--- src/rtl/spm_wb_ctrl.sv ---
// rtl/spm_wb_ctrl.sv - Wishbone register slave that sequences a serial-parallel multiplier
// Streams the multiplier LSB-first and deserialises the 2*WIDTH-bit product from spm_p.
module spm_wb_ctrl #(
    parameter int          WIDTH    = 32,
    parameter logic [31:0] BASE_ADR = 32'h3000_0000,
    parameter int          SPM_LAT  = 1
) (
    input  logic             wb_clk_i,
    input  logic             wb_rst_ni,
    input  logic             wbs_stb_i,
    input  logic             wbs_cyc_i,
    input  logic             wbs_we_i,
    input  logic [3:0]       wbs_sel_i,
    input  logic [31:0]      wbs_adr_i,
    input  logic [31:0]      wbs_dat_i,
    output logic             wbs_ack_o,
    output logic [31:0]      wbs_dat_o,
    output logic             spm_clr,
    output logic [WIDTH-1:0] spm_x,
    output logic             spm_y,
    input  logic             spm_p,
    output logic             irq_o
);

    localparam int SHIFT_LEN = 2 * WIDTH + SPM_LAT;
    localparam int KW        = $clog2(SHIFT_LEN + 1);

    typedef enum logic [1:0] {
        S_IDLE  = 2'd0,
        S_CLR   = 2'd1,
        S_SHIFT = 2'd2,
        S_DONE  = 2'd3
    } state_t;

    state_t           state_q;
    logic             ack_q;
    logic [WIDTH-1:0] x_q;
    logic [WIDTH-1:0] y_q;
    logic [63:0]      p_q;
    logic [KW-1:0]    k_q;
    logic             done_q;
    logic             busy_q;
    logic             irq_en_q;
    logic             spm_clr_q;
    logic             spm_y_q;

    logic             hit;
    logic             wr;
    logic [2:0]       reg_idx;
    logic             ctrl_wr;
    logic             start_req;
    logic [31:0]      x_wr;
    logic [31:0]      y_wr;
    logic [31:0]      rd_data;
    logic [KW-1:0]    k_next;
    logic [WIDTH-1:0] y_shift;
    logic             unused_adr;

    function automatic logic [31:0] byte_merge(input logic [31:0] old_v,
                                               input logic [31:0] new_v,
                                               input logic [3:0]  sel);
        logic [31:0] r;
        for (int b = 0; b < 4; b++) begin
            r[8*b +: 8] = sel[b] ? new_v[8*b +: 8] : old_v[8*b +: 8];
        end
        return r;
    endfunction

    assign hit        = wbs_stb_i && wbs_cyc_i && (wbs_adr_i[31:5] == BASE_ADR[31:5]);
    assign wr         = hit && ack_q && wbs_we_i;
    assign reg_idx    = wbs_adr_i[4:2];
    assign ctrl_wr    = wr && (reg_idx == 3'd2) && wbs_sel_i[0];
    assign start_req  = ctrl_wr && wbs_dat_i[0] && !busy_q;
    assign unused_adr = ^wbs_adr_i[1:0];

    always_comb begin
        x_wr    = byte_merge(32'(x_q), wbs_dat_i, wbs_sel_i);
        y_wr    = byte_merge(32'(y_q), wbs_dat_i, wbs_sel_i);
        k_next  = k_q + KW'(1);
        // Shifting past WIDTH naturally yields 0 once the multiplier bits run out.
        y_shift = y_q >> k_next;
        case (reg_idx)
            3'd0:    rd_data = 32'(x_q);
            3'd1:    rd_data = 32'(y_q);
            3'd2:    rd_data = {28'd0, irq_en_q, busy_q, done_q, 1'b0};
            3'd3:    rd_data = p_q[31:0];
            3'd4:    rd_data = p_q[63:32];
            default: rd_data = 32'd0;
        endcase
    end

    always_ff @(posedge wb_clk_i) begin
        if (!wb_rst_ni) begin
            state_q   <= S_IDLE;
            ack_q     <= 1'b0;
            x_q       <= '0;
            y_q       <= '0;
            p_q       <= '0;
            k_q       <= '0;
            done_q    <= 1'b0;
            busy_q    <= 1'b0;
            irq_en_q  <= 1'b0;
            spm_clr_q <= 1'b0;
            spm_y_q   <= 1'b0;
        end else begin
            ack_q     <= hit && !ack_q;
            spm_clr_q <= 1'b0;

            if (wr && reg_idx == 3'd0 && !busy_q) x_q <= x_wr[WIDTH-1:0];
            if (wr && reg_idx == 3'd1 && !busy_q) y_q <= y_wr[WIDTH-1:0];
            if (ctrl_wr) irq_en_q <= wbs_dat_i[3];
            if (ctrl_wr && wbs_dat_i[1]) done_q <= 1'b0;

            if (start_req) begin
                state_q   <= S_CLR;
                busy_q    <= 1'b1;
                done_q    <= 1'b0;
                p_q       <= '0;
                k_q       <= '0;
                spm_clr_q <= 1'b1;
            end else begin
                case (state_q)
                    S_CLR: begin
                        state_q <= S_SHIFT;
                        spm_y_q <= y_q[0];
                    end
                    S_SHIFT: begin
                        // P was zeroed on START, so OR-ing in each serial bit suffices.
                        if (k_q >= KW'(SPM_LAT)) begin
                            p_q <= p_q | (64'(spm_p) << (k_q - KW'(SPM_LAT)));
                        end
                        k_q     <= k_next;
                        spm_y_q <= y_shift[0];
                        if (k_q == KW'(SHIFT_LEN - 1)) begin
                            state_q <= S_DONE;
                            busy_q  <= 1'b0;
                            spm_y_q <= 1'b0;
                        end
                    end
                    S_DONE: begin
                        done_q  <= 1'b1;
                        state_q <= S_IDLE;
                    end
                    default: state_q <= S_IDLE;
                endcase
            end
        end
    end

    assign wbs_ack_o = ack_q;
    assign wbs_dat_o = ack_q ? rd_data : 32'd0;
    assign spm_clr   = spm_clr_q;
    assign spm_x     = x_q;
    assign spm_y     = spm_y_q;
    assign irq_o     = done_q && irq_en_q;

endmodule

--- config.mk ---
export PLATFORM = sky130hd
export DESIGN_NAME = spm_wb_ctrl
export DESIGN_NICKNAME = d
export VERILOG_FILES = /design/src/rtl/spm_wb_ctrl.sv
export SDC_FILE = /design/constraint.sdc
export NUM_CORES = 1
export LEC_CHECK = 0
export CAP_MARGIN = 10
export CELL_PAD_IN_SITES_DETAIL_PLACEMENT = 0
export CELL_PAD_IN_SITES_GLOBAL_PLACEMENT = 1
export CORE_MARGIN = 1.5
export CORE_UTILIZATION = 27
export CTS_CLUSTER_DIAMETER = 50
export DETAILED_ROUTE_END_ITERATION = 6
export PLACE_DENSITY_LB_ADDON = 0.12
export SLEW_MARGIN = 15
export SYNTH_ARGS = -nofsm -noshare
export SYNTH_HDL_FRONTEND = slang
export SYNTH_SLANG_ARGS = --single-unit
--- constraint.sdc ---
create_clock -name wb_clk_i -period 3 [get_ports wb_clk_i]
set_clock_uncertainty 0.15 [all_clocks]
set_input_delay 0.6 -clock wb_clk_i [delete_from_list [all_inputs] [get_ports wb_clk_i]]
set_output_delay 0.6 -clock wb_clk_i [all_outputs]
set_load 0.02 [all_outputs]
==> impl_metrics.ini <==
[sta]
holdWs_ns = 0.305
unrepaired_setup_endpoints_after_global_routing = no
achievable_freq_mhz = 344
period_minus_slack_ns = 2.91
slew_viol_final = 0
finalHoldViolations = 0
share_of_the_clock_period_used_by_the_worst_path_pct = 96.9
final.setup.worst_slack_ns = 0.0940
setup-tns-final_ns = 0
setup_viol_count_final = 0
slew-limit-headroom_pct = 49.7
tightestPinTransition_ns = 0.755

[setup_path]
critPathLaunch = wbs_adr_i[2]
timing.critical_path.to = wbs_dat_o[8]
cpLargestDelayFamily = buffers and inverters
crit-reg2reg-capture = p_q[14]
worst_setup_path_end_kind = output port
critPathKind = in2out
worst-path-stages = 8
crit_fanout = 15
critPathRequiredTime_ns = 2.25
critical_path.reg2reg.startpoint = k_q[0]
worst_setup_path_start_kind = input port
slowest_stage = dlygate4sd2_1
critical_path_arrival_ns = 2.16
timing.critical_path.cells = dlygate4sd2_1 > buf_4 > nor3_4 > buf_4 > buf_12 > a22oi_1 > a21oi_1 > dlygate4sd2_1
worst_r2r_path_depth = 6
rrSetupSlack_ns = 0.46
cpPeakStageDelay_ns = 0.36
worstPathBufferInverterCount = 5

[finish]
finalCoreUtilization_pct = 39.4
layout_commonest_cell = dfxtp_1
most-common-layout-cells = dfxtp_1 (143), nor2_1 (123), clkdlybuf4s50_1 (104)
final_cell_area_um2 = 9630
area_growth_syn_to_layout_pct = 42.1
drive_gt1_share_pct = 18.4
layout.nets = 986
insertedDiodeCount = 0

[placement]
gpl.final_weighted_congestion = 0.776
dpl.hpwl_um = 17400
numPortBuffers = 139
place_worst_setup_slack_ns = -0.570
post_dp_area_um2 = 8840

[drt]
wire_per_inst_um = 20.0
detail_route.drc_violations = 0
drtAntennaViolNets = 0
route.vias.total = 6385
drt-vias-per-instance = 5.13
drtIter0Drc = 457
detail_route.first_pass.iterations = 5
wl_um = 24900

[synth]
synth_sequential_area_ratio_pct = 42.2
post_synth_num_cell_types = 52
postSynthNetCount = 838
synthCells = 759
synth_area_leaders = dfxtp_1 (42%), mux2i_1 (12%), a22oi_1 (7.1%)
synthesis.yosys.warnings = 0
ys.flop_type = dfxtp_1
ys_ff_latch = 143
synth_top_area_cell = dfxtp_1
asyncSetResetFlopFracSynth_pct = 0
synth.top_cell.area_share_pct = 42.2
netlist_area_um2 = 6780
synth-edff-count = 0
avgSynthCellArea_um2 = 8.93

[clock_network]
cts_root_buffer = clkbuf_16
clk_transition_reported_paths_ns = 0.06
clock_insertion_delay_worst_skew_ns = 0.42
clock_tree_from_tritoncts = done
clock_path_buffers = 2
tritoncts_num_sinks = 143
cts-buffers-inserted = 17
cts.htree.levels = 4

[power_and_ir_drop]
clock_group_share_of_total_power_pct = 46.7
combPwrFrac_pct = 10.1
power.density_nw_per_um2 = 457
power_report.internal_total_mw = 3.21
swShare_pct = 27.1
max-vdd-ir-drop_v = 0.000261
power.switching_mw = 1.20
cellLeakagePower_nw = 3.48
pwr-share-seq_pct = 43.2

[floorplanning]
placeableCoreArea_um2 = 24500
floorplan.die_area_um2 = 26100
start_util_pct = 27.7
boundaryPins = 142
placement_rows = 57
chipHeight_um = 161
die_w_um = 161

[grt]
first_pass_grt_wire_length_um = 38700
globalRoute.totalOverflow = 0
grt_pass1_vias = 6426
grt_antenna_before_repair = 0
grt_max_degree = 70
grt_util_all_layers_pct = 19.5

[outcome]
status = completed

[min_path]
min_delay_path_depth = 2
hold_class = reg2reg

[job]
drv.max_cap_violation_count = 0
[area by class of cell]
type,instances,area (µm²)
Sequential cell,143,2860
Inverter,13,48.8
Fill cell,2440,14800
Timing Repair Buffer,193,1970
Clock buffer,17,425
Clock inverter,15,143
Multi-Input combinational cell,539,3780
Tap cell,324,405
[repair_timing]
item	4_1_cts	5_1_grt
cloned	4	0
setup buffers	2	1
setup endpoints to repair	32	7
hold buffers	0	0
pin swaps	6	0
resized for setup	155	4
[state kept, by name, indices dropped and copies added, names as in the netlist]
signal / count
spm_clr: 1
irq_en_q: 1
spm_y: 1
y_q: 32
wbs_ack_o: 1
done_q: 1
k_q: 7
state_q: 2
p_q: 64
spm_x: 32
busy_q: 1
[how the worst min path moves through the flow]
stage	startpoint	end	slack, ns
3_5_place_dp	p_q[19]	p_q[19]	0.29
4_1_cts	p_q[37]	p_q[37]	0.31
3_3_place_gp	p_q[19]	p_q[19]	0.28
2_1_floorplan	p_q[1]	p_q[1]	0.27
6_report	p_q[37]	p_q[37]	0.31
5_1_grt	p_q[37]	p_q[37]	0.33
[power by group through the flow]
| stage | Clock [mW] | Combinational [mW] | Sequential, mW |
|---|---|---|---|
| final | 2.06 | 0.444 | 1.90 |
| after global routing | 2.19 | 0.479 | 1.90 |
| after CTS | 2.10 | 0.443 | 1.90 |
| after detailed placement | 0 | 0.410 | 1.95 |
| after global placement | 0 | 0.406 | 1.95 |
| after floorplan | 0 | 0.193 | 1.95 |
[kinds of logic after synthesis]
kind of cell | Yosys count | synth area share, %
AOI/OAI and AO/OA | 200 | 19.6
xor gates and xnor gates | 12 | 1.55
adders and majority gates | 5 | 0.923
buffers and inverters | 77 | 4.91
DFF | 143 | 42.2
muxes | 88 | 14.0
and+or+nand+nor | 234 | 16.8
[cells in the mapped netlist, drive strengths merged (6+ instances only)]
cell / instances
a21oi: 44
a22oi: 64
a31oi: 42
and2: 7
and4: 6
buf: 31
clkbuf: 33
dfxtp: 143
inv: 12
mux2i: 80
nand2: 18
nand3: 7
nand3b: 9
nand4: 9
nor2: 124
nor3: 17
nor4: 10
o21a: 14
o21ai: 9
o31ai: 7
xor2: 7
[stage by stage]
stage,cells,power (mW)
2_1_floorplan,759,2.14
3_3_place_gp,1205,2.35
3_5_place_dp,1205,2.36
4_1_cts,1243,4.44
5_1_grt,1244,4.57
6_report,1244,4.40
[worst min-delay path, cell delays in order (launching register included)]
cell,delay (ns)
dfxtp_1,0.33
nand2_1,0.05
o31ai_1,0.05
[per-layer routing]
metal	wire (µm)	up-vias	global-route usage [%]
met5	0	-	0
met4	321	0	5.18
met3	1030	21	3.54
met2	11300	159	30.5
met1	12200	3115	27.3
li1	-	3090	-
(Power assumes the default switching activity.)
